[src/rtl/pipe_stage_chain.sv]
// N-stage valid/allowin pipeline chain with per-stage stall and flush,
// exposing every stage's contents plus occupancy and input-stall statistics.
module pipe_stage_chain #(
  parameter int unsigned STAGES = 4,
  parameter int unsigned WIDTH  = 32,
  parameter int unsigned CNT_W  = 16
) (
  input  logic                         clk,
  input  logic                         resetn,
  input  logic                         in_valid,
  output logic                         in_allowin,
  input  logic [WIDTH-1:0]             in_data,
  input  logic [STAGES-1:0]            stage_ready_go,
  input  logic [STAGES-1:0]            stage_flush,
  output logic                         out_valid,
  input  logic                         out_allowin,
  output logic [WIDTH-1:0]             out_data,
  output logic [STAGES-1:0]            stage_valid,
  output logic [STAGES*WIDTH-1:0]      stage_data,
  output logic [$clog2(STAGES+1)-1:0]  occupancy,
  output logic [CNT_W-1:0]             stall_cnt
);

  localparam int unsigned OCC_W = $clog2(STAGES + 1);

  logic [STAGES-1:0]             valid_q, valid_d;
  logic [STAGES-1:0][WIDTH-1:0]  data_q, data_d;
  logic [CNT_W-1:0]              stall_q, stall_d;
  logic [STAGES-1:0]             allowin;
  logic [STAGES-1:0]             go;
  logic [STAGES-1:0]             up_valid;
  logic [STAGES-1:0][WIDTH-1:0]  up_data;
  logic [OCC_W-1:0]              occ;

  // allowin ripples from the oldest stage back to the input; a running
  // scalar keeps the vector free of self-dependence.
  always_comb begin : allowin_chain
    logic chain;
    chain   = out_allowin;
    allowin = '0;
    for (int unsigned k = 0; k < STAGES; k++) begin
      chain = ~valid_q[STAGES-1-k] | (stage_ready_go[STAGES-1-k] & chain);
      allowin[STAGES-1-k] = chain;
    end
  end

  always_comb begin
    go          = valid_q & stage_ready_go & ~stage_flush;
    up_valid    = '0;
    up_data     = '0;
    up_valid[0] = in_valid;
    up_data[0]  = in_data;
    for (int unsigned k = 1; k < STAGES; k++) begin
      up_valid[k] = go[k-1];
      up_data[k]  = data_q[k-1];
    end
    valid_d = valid_q;
    data_d  = data_q;
    for (int unsigned k = 0; k < STAGES; k++) begin
      valid_d[k] = allowin[k] ? up_valid[k] : (valid_q[k] & ~stage_flush[k]);
      if (up_valid[k] && allowin[k]) begin
        data_d[k] = up_data[k];
      end
    end
  end

  always_comb begin
    occ = '0;
    for (int unsigned k = 0; k < STAGES; k++) begin
      occ = occ + OCC_W'(valid_q[k]);
    end
  end

  always_comb begin
    stall_d = stall_q;
    if (in_valid && !allowin[0] && (stall_q != '1)) begin
      stall_d = stall_q + CNT_W'(1);
    end
  end

  always_ff @(posedge clk or negedge resetn) begin
    if (!resetn) begin
      valid_q <= '0;
      data_q  <= '0;
      stall_q <= '0;
    end else begin
      valid_q <= valid_d;
      data_q  <= data_d;
      stall_q <= stall_d;
    end
  end

  assign in_allowin  = allowin[0];
  assign out_valid   = go[STAGES-1];
  assign out_data    = data_q[STAGES-1];
  assign stage_valid = valid_q;
  assign stage_data  = data_q;
  assign occupancy   = occ;
  assign stall_cnt   = stall_q;

endmodule

[config.mk]
export PLATFORM = sky130hd
export DESIGN_NAME = pipe_stage_chain
export DESIGN_NICKNAME = d
export VERILOG_FILES = /design/src/rtl/pipe_stage_chain.sv
export SDC_FILE = /design/constraint.sdc
export NUM_CORES = 1
export LEC_CHECK = 0
export ABC_AREA = 1
export CAP_MARGIN = 20
export CORE_MARGIN = 5
export CORE_UTILIZATION = 41
export DETAILED_ROUTE_END_ITERATION = 12
export GPL_TIMING_DRIVEN = 0
export PLACE_DENSITY = 0.87
export SLEW_MARGIN = 30
export SYNTH_ARGS = -nofsm -noshare
export SYNTH_HDL_FRONTEND = slang
export SYNTH_SLANG_ARGS = --single-unit
[constraint.sdc]
create_clock -name clk -period 1.8 [get_ports clk]
set_clock_uncertainty 0.15 [all_clocks]
set_input_delay 0.36 -clock clk [delete_from_list [all_inputs] [get_ports clk]]
set_output_delay 0.36 -clock clk [all_outputs]
set_load 0.02 [all_outputs]
==> reports/qor.yml <==
status: "finished with violations"
violations: "negative setup slack"
dpl.hpwl_microns: 14500
ys_seq_elements: 148
seqPwrFrac_pct: 35.7
dr.pass1.iters: 4
endpoint: "occupancy[1]"
final_nets: 1029
cts.sinks: 148
p_leak_nw: 5.28
grt-ovfl-total: 0
crit_path_cell_trace: "inv_2, fa_1, inv_2, ha_4, ha_4, buf_6"
power_mw: 13.7
port_buffers: 227
reg2reg_depth: 12
core-area_sq_um: 15200
core.rowCount: 45
cp.depth: 6
synth_cell_type_count: 26
reg2reg_slack_ns: -0.09
fillers: 1217
ys_warn_count: 0
r2r_end: "stage_data[58]"
power.net_switching_mw: 5.02
hp-class: "input port to flip-flop"
grt_pass1_wl_microns: 30500
maxSlewViolCount: 0
setup_ws_ns: -0.701
relSlewSlack_pct: 63.9
cts-buffers-inserted: 17
layout-drive-gt1-share_pct: 20.1
clkPwrFrac_pct: 27.8
fp.dieH_microns: 135
syn-instance-count: 704
cp.buffers_inverters: 3
remaining_drc_errors: 0
via_per_inst: 4.86
placed_area_sq_um: 8940
initialDrtViolationCount: 330
drt-wirelength-per-cell_microns: 17.0
htreeDepth: 4
grt_usage_pct: 21.6
cts_tree: "done"
synth_nets: 752
cp-start-kind: "flip-flop"
ctsLongestPathBuffers: 2
grt_pass1_vias: 5640
peakVddDrop_v: 0.000759
timing.final.crit_share_pct: 139
slowest_delay_ns: 0.57
dieArea_sq_um: 18100
grt_max_degree: 80
required_ns: 1.29
max_freq_mhz: 400
grt_setup_unrepaired: "true"
crit_arrival_ns: 1.99
sw_frac_of_total_pct: 36.7
ys_seq_area_share_pct: 58.2
syn_area_per_cell_sq_um: 9.04
fin_area_sq_um: 9980
p_int_mw: 8.65
r2r_start: "stage_valid[3]"
insertion_delay_ns: 0.42
syn_to_final_growth_pct: 56.9
pin_count: 229
path_class: "flip-flop to primary output"
start_util_pct: 41.8
diodes: 0
routed_wl_microns: 20100
cpMaxStageDelayCell: "fa_1"
tightest_slew_ns: 0.541
cp_max_fo: 3
whs_ns: 0.249
crit_start: "stage_valid[1]"
finalHoldViolations: 0
antenna_left: 0
final-setup-viol-count: 93
cts_root_buf: "clkbuf_16"
gp_congestion: 0.828
num_vias: 5745
syn-cell-area_sq_um: 6360
power.density_nw_per_um2: 1370
die_w_microns: 135
clk_pin_slew_ns: 0.06
antenna_found_initial: 0
end_kind: "primary output"
min_period_ns: 2.50
combPwrFrac_pct: 36.4
cp_top_family: "adder cells"
max_cap_viol_count: 0
worst register-to-register path: cells and delay by family, from the launching register on:
family / cells / cell delay (ns)
AND/OR/NAND/NOR: 7 / 0.51
AO/OA/AOI/OAI: 1 / 0.08
buffers and inverters: 4 / 0.59
flip-flops: 1 / 0.43
timing repair:
item	in CTS	in global routing
setup endpoints to repair	262	127
gates cloned	1	5
hold endpoints to repair	69	0
setup buffers	10	13
hold buffers	1	0
gates resized for setup	253	121
pin swaps	7	4
per-stage QoR:
step / setup slack (ns) / TNS [ns] / std cells / util, %
after global routing: -0.764 / -15.68 / 1182 / 65.6
after global placement: -6.14 / -889.03 / 1119 / 58.6
after CTS: -0.714 / -2.28 / 1164 / 63.0
after detailed placement: -1.15 / -63.39 / 1120 / 58.8
after floorplan: -0.198 / -0.334 / 704 / -
final: -0.701 / -5.90 / 1182 / 65.6
flip-flops by register name (all words and copies together) (netlist names):
| signal | count |
|---|---|
| stall_cnt | 16 |
| stage_data | 96 |
| out_data | 32 |
| stage_valid | 4 |
kinds of logic after synthesis:
family                     count (synthesis)  share of synthesized area (%)
buffers and inverters                    141                           11.6
xor gates and xnor gates                  13                           1.79
AOI/OAI and AO/OA                        102                           8.20
DFF                                      148                           58.2
adders and majority gates                  4                          0.905
and+or+nand+nor                          296                           19.3
worst min path at each step:
stage / start / to / slack [ns] / depth (start not counted)
after floorplan: resetn / out_data[0] / -0.09 / 0
after global placement: stage_data[5] / stage_data[5] / 0.33 / 2
after detailed placement: resetn / stall_cnt[9] / 0.20 / 1
after CTS: in_valid / stage_data[0] / 0.19 / 3
after global routing: in_valid / stage_data[31] / 0.27 / 3
final: in_valid / stage_data[0] / 0.25 / 3
cells in the mapped netlist:
cell type / count / area (sq um)
buf_8: 1 / 15.0
clkbuf_1: 8 / 30.0
dfrtp_1: 148 / 3700
buf_4: 36 / 270
nor3_1: 1 / 5.00
nand2_4: 1 / 11.3
nand2_2: 3 / 18.8
fa_1: 1 / 20.0
nand4_1: 1 / 6.26
o21ai_0: 44 / 220
buf_6: 6 / 67.6
nand2_1: 183 / 687
nand3_2: 1 / 10.0
nand3_1: 57 / 285
xnor2_1: 7 / 61.3
nor2_1: 45 / 169
or3b_1: 1 / 8.76
xor2_1: 6 / 52.6
o21ai_1: 25 / 125
inv_1: 75 / 282
buf_2: 15 / 75.1
a21oi_1: 32 / 160
a21oi_4: 1 / 16.3
ha_1: 3 / 37.5
nor2_4: 1 / 11.3
nor2_2: 2 / 12.5
power groups by stage:
stage | Combinational (mW) | Clock, mW | Sequential (mW)
final | 4.98 | 3.80 | 4.89
after global routing | 5.33 | 3.99 | 5.01
after CTS | 4.84 | 3.85 | 4.85
after detailed placement | 5.45 | 0 | 4.93
after global placement | 5.32 | 0 | 4.89
after floorplan | 1.58 | 0 | 5.88
metal layers:
metal  up-vias  share of wire [%]  global-route usage, %
met5         -                  0                      0
met4         0                5.0                   10.7
met3        58                5.2                   6.00
met2       179                 52                   36.9
met1      2768                 38                   25.0
li1       2740                  -                      -
layout by cell type (no fill, tap or decap), drive strengths merged, types with 6 or more instances in the layout:
cell type / Yosys / layout
nand3: 58 / 58
clkdlybuf4s50: 0 / 40
clkdlybuf4s15: 0 / 25
xor2: 6 / 6
o21ai: 69 / 69
buf: 58 / 92
dlygate4sd2: 0 / 146
clkbuf: 8 / 40
nand2: 187 / 187
xnor2: 7 / 7
nor2: 48 / 48
a21oi: 33 / 33
dfrtp: 148 / 148
inv: 75 / 75
layout make-up:
| class | instances | area [sq um] | share of cell area, % |
|---|---|---|---|
| multi-input cells | 415 | 2140 | 21.5 |
| plain buffers | 66 | 556 | 5.57 |
| clock buffers | 20 | 467 | 4.68 |
| flip-flops and latches | 148 | 3710 | 37.2 |
| repair buffers | 258 | 2400 | 24.1 |
| well taps | 188 | 235 | 2.36 |
| clock inverters | 12 | 178 | 1.78 |
| inverters | 75 | 282 | 2.82 |
No activity file was read; power rests on OpenSTA's default activity.
